`config.mk`:
```
export PLATFORM = sky130hd
export DESIGN_NAME = trivium_ctrl
export DESIGN_NICKNAME = d
export VERILOG_FILES = /design/src/rtl/trivium_ctrl_pkg.sv /design/src/rtl/trivium_ctrl.sv
export SDC_FILE = /design/constraint.sdc
export NUM_CORES = 1
export LEC_CHECK = 0
export BUFFER_PORTS_ARGS = -buffer_cell sky130_fd_sc_hd__buf_2
export CELL_PAD_IN_SITES_DETAIL_PLACEMENT = 0
export CELL_PAD_IN_SITES_GLOBAL_PLACEMENT = 2
export CORE_MARGIN = 2
export CORE_UTILIZATION = 33
export CTS_CLUSTER_DIAMETER = 40
export DETAILED_ROUTE_END_ITERATION = 6
export PLACE_DENSITY = 0.85
export SKIP_LAST_GASP = 1
export SYNTH_ARGS = -nofsm -noshare
export SYNTH_HDL_FRONTEND = slang
export SYNTH_SLANG_ARGS = --single-unit
```
`constraint.sdc`:
```
create_clock -name clk -period 1.95 [get_ports clk]
set_input_delay 0.2925 -clock clk [delete_from_list [all_inputs] [get_ports clk]]
set_output_delay 0.2925 -clock clk [all_outputs]
set_load 0.005 [all_outputs]
```
`src/rtl/trivium_ctrl_pkg.sv`:
```
// -----------------------------------------------------------------------------
// trivium_ctrl_pkg
// Shared definitions for the Trivium keystream controller: the FSM state
// encoding, the Trivium state size, and the default warm-up and key sizes.
// -----------------------------------------------------------------------------
package trivium_ctrl_pkg;

  // Number of bits in the Trivium internal state (s1..s288).
  localparam int TRIVIUM_STATE_BITS = 288;

  // Trivium discards four full state rotations before producing output.
  localparam int DEFAULT_WARMUP_CYCLES = 4 * TRIVIUM_STATE_BITS;

  // Key and IV are each 80 bits, loaded a byte at a time.
  localparam int DEFAULT_KEY_BYTES = 10;

  typedef enum logic [2:0] {
    ST_IDLE,
    ST_LOAD,
    ST_INIT,
    ST_WARMUP,
    ST_RUN
  } state_e;

endpackage : trivium_ctrl_pkg

```
`src/rtl/trivium_ctrl.sv`:
```
// -----------------------------------------------------------------------------
// trivium_ctrl
// Sequencing controller that sits beside a Trivium core. It collects the key
// and IV over a byte-wide valid/ready port, pulses the core load, runs the
// warm-up steps with output discarded, then packs core keystream bits into
// bytes on a valid/ready output with backpressure.
//
// Ports
//   clk, rst_n          clock, asynchronous active-low reset
//   cfg_data/valid/ready key then IV bytes, most significant byte first
//   start               one-cycle pulse, starts a session from IDLE
//   ks_data/valid/ready keystream byte output, first-generated bit in bit 7
//   busy                high in every state except IDLE
//   core_key, core_iv   assembled key and IV to the core
//   core_load           one-cycle load strobe to the core
//   core_en             advance the core one step this cycle
//   core_bit            keystream bit of the core's current step
// -----------------------------------------------------------------------------
module trivium_ctrl
  import trivium_ctrl_pkg::*;
#(
  parameter int WARMUP_CYCLES = DEFAULT_WARMUP_CYCLES,
  parameter int KEY_BYTES     = DEFAULT_KEY_BYTES
) (
  input  logic                   clk,
  input  logic                   rst_n,
  input  logic [7:0]             cfg_data,
  input  logic                   cfg_valid,
  output logic                   cfg_ready,
  input  logic                   start,
  output logic [7:0]             ks_data,
  output logic                   ks_valid,
  input  logic                   ks_ready,
  output logic                   busy,
  output logic [8*KEY_BYTES-1:0] core_key,
  output logic [8*KEY_BYTES-1:0] core_iv,
  output logic                   core_load,
  output logic                   core_en,
  input  logic                   core_bit
);

  localparam int         KW        = 8 * KEY_BYTES;
  localparam logic [4:0] LAST_BYTE = 5'(2 * KEY_BYTES - 1);
  localparam logic [10:0] LAST_WARM = 11'(WARMUP_CYCLES - 1);

  state_e          state;
  logic [2*KW-1:0] kiv_q;      // key in the upper half, IV in the lower half
  logic [4:0]      byte_cnt;
  logic [10:0]     warm_cnt;
  logic [7:0]      coll_q;     // keystream bits gathered MSB-first
  logic [3:0]      coll_cnt;   // 0..8 bits held in coll_q

  logic coll_full;
  logic slot_free;
  logic run_step;

  // NOTE: every signal written in this always_comb is assigned on every path,
  // so no latch can be inferred.
  always_comb begin
    coll_full = (coll_cnt == 4'd8);
    slot_free = !ks_valid || ks_ready;
    // A full collector may only advance if its byte can drain into the slot
    // on this same edge; otherwise the core is frozen so no bit is dropped.
    run_step  = (state == ST_RUN) && (!coll_full || slot_free);
  end

  // core_en depends on this cycle's ks_ready, so it cannot be registered
  // without losing the no-bubble refill.
  assign core_en  = (state == ST_WARMUP) || run_step;
  assign core_key = kiv_q[2*KW-1:KW];
  assign core_iv  = kiv_q[KW-1:0];

  // NOTE: all state is updated with non-blocking assignments so every
  // register samples pre-edge values regardless of statement order.
  always_ff @(posedge clk or negedge rst_n) begin
    if (!rst_n) begin
      // NOTE: the key/IV shift register is reset too, so key material from
      // an aborted session can never reach the core.
      state     <= ST_IDLE;
      cfg_ready <= 1'b0;
      busy      <= 1'b0;
      core_load <= 1'b0;
      ks_valid  <= 1'b0;
      ks_data   <= '0;
      kiv_q     <= '0;
      byte_cnt  <= '0;
      warm_cnt  <= '0;
      coll_q    <= '0;
      coll_cnt  <= '0;
    end else begin
      core_load <= 1'b0;
      unique case (state)
        ST_IDLE: begin
          if (start) begin
            state     <= ST_LOAD;
            cfg_ready <= 1'b1;
            busy      <= 1'b1;
            byte_cnt  <= '0;
            kiv_q     <= '0;
          end
        end

        ST_LOAD: begin
          // cfg_ready is high for the whole of LOAD, so valid alone means
          // a handshake.
          if (cfg_valid) begin
            kiv_q <= {kiv_q[2*KW-9:0], cfg_data};
            if (byte_cnt == LAST_BYTE) begin
              state     <= ST_INIT;
              cfg_ready <= 1'b0;
              core_load <= 1'b1;
              byte_cnt  <= '0;
            end else begin
              byte_cnt <= byte_cnt + 5'd1;
            end
          end
        end

        ST_INIT: begin
          state    <= ST_WARMUP;
          warm_cnt <= '0;
        end

        ST_WARMUP: begin
          if (warm_cnt == LAST_WARM) begin
            state    <= ST_RUN;
            warm_cnt <= '0;
            coll_q   <= '0;
            coll_cnt <= '0;
          end else begin
            warm_cnt <= warm_cnt + 11'd1;
          end
        end

        ST_RUN: begin
          if (ks_valid && ks_ready) ks_valid <= 1'b0;
          if (run_step) begin
            if (coll_full) begin
              // Drain and refill on the same edge: the slot takes the byte
              // and the collector restarts with this step's bit.
              ks_data  <= coll_q;
              ks_valid <= 1'b1;
              coll_q   <= {7'd0, core_bit};
              coll_cnt <= 4'd1;
            end else begin
              coll_q   <= {coll_q[6:0], core_bit};
              coll_cnt <= coll_cnt + 4'd1;
            end
          end
        end

        default: state <= ST_IDLE;
      endcase
    end
  end

endmodule : trivium_ctrl

```
After elaboration in Yosys (flattened, before gate mapping)
Cells that the tools add are included.
{"block": "classes", "eq_ne": 12, "bitwise_logic": 1, "addsub": 3, "n_mux": 32, "reduce_logical": 17}
{"operator": "$mux 160", "count": 2}
{"operator": "$pmux 160 s2", "count": 1}
{"operator": "$mux 8", "count": 3}
{"operator": "$pmux 11 s2", "count": 1}
{"operator": "$pmux 8 s2", "count": 1}
{"operator": "$mux 5", "count": 3}
{"operator": "$pmux 3 s5", "count": 1}
{"operator": "$mux 3", "count": 4}
{"operator": "$mux 4", "count": 3}
{"operator": "$add 11x1->11 const B", "count": 1}
{"operator": "$eq 11x11->1 const B", "count": 1}
{"operator": "$mux 11", "count": 1}
{"operator": "$pmux 5 s2", "count": 1}
{"operator": "$mux 1", "count": 9}
{"operator": "$reduce_and 3->1", "count": 3}
{"operator": "$ne 2x2->1 const B", "count": 4}
{"operator": "$pmux 4 s2", "count": 1}
{"operator": "$eq 3x2->1 const B", "count": 2}
{"operator": "$reduce_bool 2->1", "count": 3}
{"operator": "$add 5x1->5 const B", "count": 1}
{"operator": "$eq 5x5->1 const B", "count": 1}
{"operator": "$reduce_and 5->1", "count": 1}
{"operator": "$add 4x1->4 const B", "count": 1}
{"operator": "$eq 4x4->1 const B", "count": 1}
{"operator": "other kinds (11)", "count": 15}
{"block": "word_totals", "register_bits": 203}

Longest topological paths before layout
Gate-level depths: netlist of run 1.
{"block": "logic_depth", "ltp_word": 6, "mapped_depth": 8, "mapped_depth_nobuf": 6}

Least setup slack after synthesis of run 1
OpenSTA, ideal clock, no wires.
{"block": "synth_timing", "kind": "flip-flop to flip-flop", "start": "register state[2]", "end": "register coll_cnt[3]", "path_stages_with_launch": 8, "arrival_ps": 1561, "required_ps": 1829, "slack_ps": 268, "setup_ps": 121, "period_less_slack_ps": 1682, "cell_sequence": "dfrtp_1 > buf_4 > nor2b_4 > and2_1 > buf_2 > mux2_4 > buf_6 > a22o_1"}
{"block": "synth_between", "elab_chain_cells": 4, "elab_cells_between_ends": 8}
{"item": "start, declared", "line": "trivium_ctrl.sv:46", "rtl": "state_e state;"}
{"item": "start signal, assigned", "line": "trivium_ctrl.sv:79", "rtl": "state <= ST_IDLE;"}
{"item": "start signal, assigned", "line": "trivium_ctrl.sv:95", "rtl": "state <= ST_LOAD;"}
{"item": "start signal, assigned", "line": "trivium_ctrl.sv:109", "rtl": "state <= ST_INIT;"}
{"item": "$eq 3x3->1", "line": "trivium_ctrl.sv:64, trivium_ctrl.sv:92"}
{"item": "$logic_and 1x1->1", "line": "trivium_ctrl.sv:64", "rtl": "run_step = (state == ST_RUN) && (!coll_full || slot_free);"}
{"item": "$ne 2x2->1 (no line)"}
{"item": "$reduce_and 3->1 (no line)"}
{"item": "end signal, assigned", "line": "trivium_ctrl.sv:147", "rtl": "coll_cnt <= coll_cnt + 4'd1;"}
{"item": "end, declared", "line": "trivium_ctrl.sv:51", "rtl": "logic [3:0] coll_cnt;"}
Several ways; a longest one is shown, not always the timed one.
A chain may end at the register's enable or synchronous reset.

Final worst setup path of run 1
{"block": "layout_timing", "start": "register coll_cnt[1]", "end": "output port core_en"}
{"block": "layout_between", "elab_chain_cells": 5}
{"item": "$eq 4x4->1", "line": "trivium_ctrl.sv:60", "rtl": "coll_full = (coll_cnt == 4'd8);"}
{"item": "$logic_not 1->1", "line": "trivium_ctrl.sv:64"}
{"item": "$logic_or 1x1->1", "line": "trivium_ctrl.sv:64"}
{"item": "$logic_and 1x1->1", "line": "trivium_ctrl.sv:64"}
{"item": "$logic_or 1x1->1", "line": "trivium_ctrl.sv:69", "rtl": "assign core_en = (state == ST_WARMUP) || run_step;"}
{"item": "end, declared", "line": "trivium_ctrl.sv:38", "rtl": "output logic core_en,"}
No other way between the ends.

==> results, run 1 <==
- The flow ran to the end, and the final reports show no timing, DRC or antenna violations.
- The post-layout instance count excluding filler cells is 1,447.
- The area of the die is 26,720 sq um.
- The length of routed wiring on met1 is 10.18 mm.
- The sort of element at the start of the critical path is a register.
- In the synthesized netlist the dominant register cell turns out to be sky130_fd_sc_hd__dfrtp_1.
- In this run the worst hold path is classified as in2reg.
- The static leakage is 6.268 nW.
- The top cell types in the final layout, fill and taps aside, are 335 x sky130_fd_sc_hd__nand2_1, 200 x sky130_fd_sc_hd__dfrtp_1, 185 x sky130_fd_sc_hd__buf_2.
- The setup violation total in the final timing report is 0.
- The summed instance area of the synthesized netlist is 8391 sq um.
- The number of sinks driven by the clock tree is 203.
- The final count of hold timing violations was 0.
- The congestion estimate from routability-driven global placement came to 0.7258.
- The remaining routing DRC violations is 0.
- The post-route clock period utilization is 99.92%.
- The initial utilization of the core area, before any placement, comes to 33.51%.
- The worst pin sits at a relative slew slack of 50.04%.
- The most common cell after layout, fill and taps aside is sky130_fd_sc_hd__nand2_1.
- 0 antenna diodes ended up in the layout.
- Once placement completed, the tool counted placed cells totaling 1,369.
- The per-cell via count in the routed design is 4.800.
- The number of antenna violations at the first check in global routing is 0.
- Setup repair after global routing could not meet its margin everywhere.
- After the first detailed-routing iteration, the DRC count stood at 489.
- Timing would allow up to 513.2 MHz.
- The floorplan step set the die width to 163.5 microns.
- The critical path in this run is classified as reg2out.
- Across the VDD grid, the largest voltage drop is 0.0007472 V.
- Dividing the detail-routed wire length by the instance count gives 15.96 microns.
- The number of clock buffers added by TritonCTS is 39.
- Clock latency on the worst-skew pair, taken at its later pin, is 500 ps.
- For the pin with the worst max-slew slack, the measured transition is 749.5 ps.
- The CTS tree is yes.
- The number of buffers inserted by port buffering is 186.
- The count of pins over their slew limit is 0.
- Data arrives at the worst endpoint at 1660 ps.
- The cell count after synthesis is 889.
- The longest clock path from root to sink contains 3 buffers.
- The final-stage net count is 1,105.
- The power density over the cells is 1440 nW/um^2.
- The total detailed-routing wirelength is 23.09 mm.
- The count of TritonRoute iterations in the first routing pass is 4.
- The post-synthesis sequential area ratio is 60.54%.
- Routed signal wires occupy layers up through met4.
- The y dimension of the die is 163.5 microns.
- After clock tree synthesis, the clock-pin slew on the worst setup and hold paths is 50 ps.
- For this block, the via count after detailed routing is 6,945.
- The post-synthesis register bit count is 203.
- The fraction of registers with async set or reset after synthesis is 100.0%.
- The largest single stage delay on the critical path is 400 ps.
- Entering global routing, the biggest net connects 72 pins.
- Synthesis produced a netlist with a net count of 907.
- The core footprint is 25,040 sq um.
- The number of routed nets with antenna violations is 0.
- Walking the worst path, the cells encountered are inv_2, ha_1, nand3b_1, o21ai_2, nand2_2, buf_2.
- The critical path capture point type is an output pin.
- The total congestion overflow is 0.
- In this run the mean area of a mapped cell was 9.438 sq um.
- The overall fraction of global-route tracks in use is 17.42%.
- The tool flagged a number of max-cap violations equal to 0.
- The number of warnings reported in the yosys synthesis log is 0.
- The maximum net fanout on the critical path is 3.
- The worst path in the final design needs a cycle of 1948 ps, including I/O delays and setup.
- The slowest stage of the critical path is the sky130_fd_sc_hd__dfrtp_1 cell.
- Summed over all nets, wire length on met3 after detailed routing comes to 2.044 mm.
- The first global-routing pass estimated 37.47 mm of wire.
- The I/O pin total is 187.
- The via count of the first global-routing pass is 6,905.
- The detailed-routed wire length on met2 is 10.53 mm.
- Yosys mapped a number of flops with a built-in enable equal to 0.
- Of the cells placed in the final design, the portion with a size suffix greater than 1 is 28.38%.
- The root buffer cell is sky130_fd_sc_hd__clkbuf_16.
- The clock skew after layout is 9.070 ps.
- The required time of the critical path is 1660 ps.
- The area overhead of the layout relative to synthesis is 34.18%.
- The H-tree depth reported by CTS is 2.
- On the final layout, the worst hold slack is 19.15 ps.
- After synthesis, the netlist uses 46 different library cells.
- The placement row count is 58.
- The HPWL after detailed placement is 14.73 mm.
kinds of logic (layout without fill, tap and decap cells):
| family | count (synthesis) | in the layout | synth area share [%] |
|---|---|---|---|
| AO/OA/AOI/OAI | 50 | 50 | 4.354 |
| XOR/XNOR | 1 | 1 | 0.1044 |
| adder cells (fa/ha/maj) | 4 | 4 | 0.5965 |
| buffers and inverters | 73 | 300 | 3.862 |
| flip-flops | 203 | 203 | 60.54 |
| multiplexers | 14 | 14 | 1.879 |
| AND/OR/NAND/NOR | 544 | 545 | 28.66 |
critical path, delay by kind of cell (launching register included):
| family | cells | cell delay (ps) |
|---|---|---|
| AND/OR/NAND/NOR | 2 | 230 |
| AO/OA/AOI/OAI | 1 | 200 |
| adder cells (fa/ha/maj) | 1 | 130 |
| flip-flops | 1 | 400 |
| buffers and inverters | 2 | 190 |
layer usage:
metal / up-vias / GRT usage (%)
met5: - / 0
met4: 0 / 4.067
met3: 29 / 6.272
met2: 199 / 26.85
met1: 3347 / 23.54
li1: 3370 / -
layout make-up:
type                       count  area (sq um)
sequential                   203          5086
fill                        2456         13780
clock buffer                  45          1061
inverter                       8         30.03
timing repair buffer         221          1335
clock inverter                26         314.1
multi-input combinational    614          3019
tap                          330         412.9
cells in the mapped netlist (all sizes together) (3+ instances only):
cell type	count	share of area (%)
nand2	336	15
dfrtp	203	61
nand3	168	10
clkbuf	40	1.8
buf	25	1.7
a22o	15	1.6
mux2	11	1.5
inv	8	0.36
a31oi	7	0.52
and2	7	0.52
nor2	7	0.31
o21ai	7	0.42
nand4	6	0.63
a21oi	5	0.30
nand2b	5	0.37
a21o	4	0.36
ha	4	0.60
mux2i	3	0.36
nand3b	3	0.27
timing repair:
action / 4_1_cts / 5_1_grt
pin swaps: 1 / 1
buffers inserted: 2 / 3
setup endpoints to repair: 1 / 53
endpoints found under the hold margin: 54 / 0
hold buffers: 1 / 0
cloned: 0 / 1
resized for setup: 4 / 4
flip-flops by register name, summed over array words and instances (netlist names):
name	cells
core_load	1
state	3
warm_cnt	11
byte_cnt	5
coll_cnt	4
ks_valid	1
busy	1
ks_data	8
cfg_ready	1
coll_q	8
kiv_q	160
power breakdown:
group / internal (mW) / switching [mW]
combinational: 1.37 / 1.61
sequential: 5.34 / 0.950
clock: 4.62 / 2.33
total: 11.3 / 4.89
path summary, 6_finish.rpt:
check | startpoint | to | slack [ps] | cells after the start
min in group asynchronous | rst_n | warm_cnt[10] | 340 | 2
hold reg to reg | kiv_q[158] | kiv_q[158] | 450 | 2
setup / recovery | coll_cnt[1] | core_en | 2 | 6
setup reg to reg | coll_cnt[1] | ks_data[6] | 120 | 6
max in group asynchronous | rst_n | kiv_q[71] | 1010 | 3
hold / removal | cfg_data[3] | kiv_q[3] | 20 | 3
stage by stage:
stage | TNS (ps) | utilization [%] | area, sq um | total power, mW | worst slack (ps)
6_report | 0 | 44.97 | 11260 | 16.22 | 1.566
5_1_grt | -67.61 | 44.97 | 11260 | 17.21 | -67.61
4_1_cts | 0 | 44.81 | 11220 | 16.47 | 5.285
3_5_place_dp | 0 | 39.18 | 9809 | 9.398 | 90.29
3_3_place_gp | 0 | 39.18 | 9809 | 9.339 | 89.66
2_1_floorplan | 0 | - | 8391 | 7.529 | 267.7
Power figures use the tool's default switching activity.
==> run 2, diff against run 1 <==
--- a/config.mk
+++ b/config.mk
@@ -9,11 +9,13 @@
 export CELL_PAD_IN_SITES_DETAIL_PLACEMENT = 0
 export CELL_PAD_IN_SITES_GLOBAL_PLACEMENT = 2
 export CORE_MARGIN = 2
-export CORE_UTILIZATION = 33
+export CORE_UTILIZATION = 34
+export CTS_BUF_LIST = sky130_fd_sc_hd__clkbuf_4 sky130_fd_sc_hd__clkbuf_8
 export CTS_CLUSTER_DIAMETER = 40
 export DETAILED_ROUTE_END_ITERATION = 6
-export PLACE_DENSITY = 0.85
+export PLACE_DENSITY = 0.87
 export SKIP_LAST_GASP = 1
+export SLEW_MARGIN = 20
 export SYNTH_ARGS = -nofsm -noshare
 export SYNTH_HDL_FRONTEND = slang
 export SYNTH_SLANG_ARGS = --single-unit
==> results, run 2 (synthesis gave the netlist of run 1 again) <==
- In this run the worst hold path is classified as in2reg.
- The worst setup path is launched from a register.
- The destination of the worst register-to-register timing path is ks_data[3].
- Summed over all layers, the global routing overflow is 0.
- The weighted congestion at the end of routability-driven global placement is 0.7827.
- Measured against its own limit, the worst slew margin works out to 50.01%.
- The power density over the cells is 1284 nW/um^2.
- The detail route stage leaves a number of antenna-violating nets equal to 0.
- At the worst endpoint, the required time is 1660 ps.
- The final count of hold timing violations is 0.
- The portion of total power attributed to the clock network is 33.7%.
- In the final layout, the share of cells above drive strength 1 is 28.07%.
- Setup repair after global routing could not meet its margin everywhere.
- The startpoint identified for the worst register-to-register timing path is coll_cnt[0].
- The wire length of the first global-routing pass is 36.75 mm.
- The tool flagged a number of max-cap violations equal to 0.
- The worst hold slack is 60.09 ps.
- The sum of negative setup slack is 0 ps.
- The clock drives 203 sinks.
- The launching element of the worst setup path is coll_cnt[0].
- The count of pins over their slew limit is 0.
- The I/O pin total is 187.
- The maximum achievable frequency is 516.9 MHz.
- Measured along the x axis, the die boundary spans 161.1 microns.
- The number of antenna violations at the first check in global routing is 0.
- Counting the fill cells in the layout gives 2,399.
- Counting along the longest clock path gives a buffer depth of 3.
- The core footprint is 24,250 sq um.
- After the last flow step, the layout net total stands at 1,114.
- The maximum net fanout on the critical path is 2.
- The largest registers in the layout are kiv_q x160, warm_cnt x11.
- The net load switching power is 4.364 mW.
- The termination of the worst setup path is core_en.
- For this run, design rule violations remaining after detail routing come to 2.
- For the worst setup path, the data arrival time is 1640 ps.
- The count of routing violations after the opening detailed-route iteration is 504.
- In the final layout, the multi-input gates occupy 3017 sq um.
- The highest metal layer with signal wires is met4.
- The post-layout utilization of the core is 44.82%.
- The startpoint of the most critical hold path is ks_ready.
- After layout, the design draws a total of 13.95 mW.
- In the detailed route, the total length drawn on met2 is 9.789 mm.
- The y dimension of the die is 161.1 microns.
- Entering global routing, the biggest net connects 149 pins.
- The post-route worst setup slack is 15.20 ps.
- The root buffer cell is sky130_fd_sc_hd__clkbuf_8.
- The worst path needs 1935 ps of the cycle, external delays included.
- Clock latency on the worst-skew pair, taken at its later pin, is 530 ps.
- After detailed routing, the met3 layer carries 1.718 mm of wire.
- The effective utilization at floorplan is 34.60%.
- The area overhead of the layout relative to synthesis is 29.53%.
- The die covers 25,950 sq um.
- The sequential cells in the finished layout cover a total of 5086 sq um.
- In this run the core area contains 57 standard-cell rows.
- The peak supply drop is 0.0006732 V.
- The HPWL after detailed placement is 13.94 mm.
- During placement, the flow inserted port buffers numbering 186.
- The flip-flop count of the largest register after layout is 160.
- For this run, the detailed router's first-pass iteration total came to 7.
- In the final routed layout, each cell accounts on average for 15.28 microns.
- The clock skew after layout is 22.15 ps.
- The repair_antennas step left the layout with diodes totalling 0.
- The classification of the worst setup path is reg2out.
- Measured in cells, the most critical reg-to-reg path has a length of 6.
- Setup violations remaining at the end of the flow were counted as 0.
- Combinational logic burns 21.0% of the power.
- Leaving out fill and tap cells, the most frequent cell in the layout is sky130_fd_sc_hd__nand2_1.
- TritonCTS built the clock tree.
- The setup slack of the worst register-to-register path is 150 ps.
- For the pin with the worst max-slew slack, the measured transition is 749.8 ps.
- The clock-pin slew on the worst setup and hold paths is 60 ps.
- The H-tree depth reported by CTS is 2.
- In this run, CTS created clock tree buffers numbering 40.
- The via count of the first global-routing pass is 6,715.
- OpenSTA, run right after detailed placement, puts the worst setup slack at 128.7 ps.
- The analysis attributes to cell leakage a power of 6.119 nW.
- The length of routed wiring on met1 is 10.22 mm.
- The final reports fail on DRC.
- After layout, the worst path uses 99.22% of the clock period.
- The total detailed-routing wirelength is 22.10 mm.
- The overall fraction of global-route tracks in use is 17.14%.
- The routed layout has 6,939 vias.
- The critical path capture point type is an output pin.
- Net switching is 31.28% of the power.
- The register containing the most flip-flops in the final layout is kiv_q.
- Using the TritonRoute via totals, the vias-per-cell ratio works out to 4.799.
- The top cell types in the final layout, fill and taps aside, are 336 x sky130_fd_sc_hd__nand2_1, 200 x sky130_fd_sc_hd__dfrtp_1, 185 x sky130_fd_sc_hd__buf_2.
- The internal power of the cells totals 9.586 mW.
- Sequential cells account for 45.3% of the total power.
- The run finished, with violations left.
-- run 2: cell types whose count changed in the layout (fill, tap and decap cells not counted), moves of 2 or more --
| cell | delta |
|---|---|
| sky130_fd_sc_hd__clkbuf_1 | -2 |
| sky130_fd_sc_hd__clkbuf_4 | +11 |
| sky130_fd_sc_hd__inv_6 | -5 |
| sky130_fd_sc_hd__clkinv_4 | -3 |
| sky130_fd_sc_hd__buf_12 | +2 |
| sky130_fd_sc_hd__clkinvlp_4 | -4 |
| sky130_fd_sc_hd__clkbuf_16 | -41 |
| sky130_fd_sc_hd__dlygate4sd3_1 | +9 |
| sky130_fd_sc_hd__clkbuf_8 | +44 |
| sky130_fd_sc_hd__buf_4 | -2 |
-- run 2: layout make-up --
| class | instances | area share [%] |
|---|---|---|
| Clock buffer | 56 | 6.459 |
| Tap cell | 324 | 3.730 |
| Sequential cell | 203 | 46.80 |
| Inverter | 8 | 0.2763 |
| Timing Repair Buffer | 230 | 13.33 |
| Clock inverter | 12 | 1.646 |
| Multi-Input combinational cell | 613 | 27.76 |
-- run 2: per-layer routing --
layer	vias up	GRT usage, %
li1	3370	-
met1	3326	24.14
met2	209	25.69
met3	34	5.265
met4	0	4.748
met5	-	0
-- run 2: metrics by stage --
stage	instances	instance area [sq um]
detailed placement	1364	9833
global route	1446	10870
CTS	1445	10850
floorplan	889	8391
global placement	1364	9833
finish	1446	10870
-- run 2: how the worst min path moves through the flow --
stage	to	cells after the start	slack, ps
after floorplan	busy	0	-3
after global placement	ks_data[5]	1	270
after detailed placement	ks_data[5]	1	280
after CTS	ks_valid	4	20
after global routing	ks_valid	4	80
final	ks_valid	4	60
-- run 2: worst max-delay path, cell delays in order (launching register included) --
cell and delay [ps]:
sky130_fd_sc_hd__dfrtp_1 390, sky130_fd_sc_hd__inv_2 80, sky130_fd_sc_hd__ha_4 120, sky130_fd_sc_hd__nand3b_1 120, sky130_fd_sc_hd__o21ai_2 180, sky130_fd_sc_hd__nand2_1 90
sky130_fd_sc_hd__buf_2 130
-- run 2: power groups by stage --
stage / Combinational (mW) / Sequential (mW) / Clock, mW
3_5_place_dp: 2.99 / 6.39 / 0
2_1_floorplan: 1.26 / 6.27 / 0
6_report: 2.93 / 6.31 / 4.71
3_3_place_gp: 2.96 / 6.37 / 0
4_1_cts: 3.02 / 6.33 / 4.87
5_1_grt: 3.36 / 6.50 / 5.09
-- run 2: timing repair --
item | in CTS | in global routing
hold endpoints to repair | 46 | 0
hold buffers | 10 | 0
buffers inserted | 3 | 1
pin swaps | 2 | 1
endpoints found under the setup margin | 1 | 4
resized for setup | 4 | 5
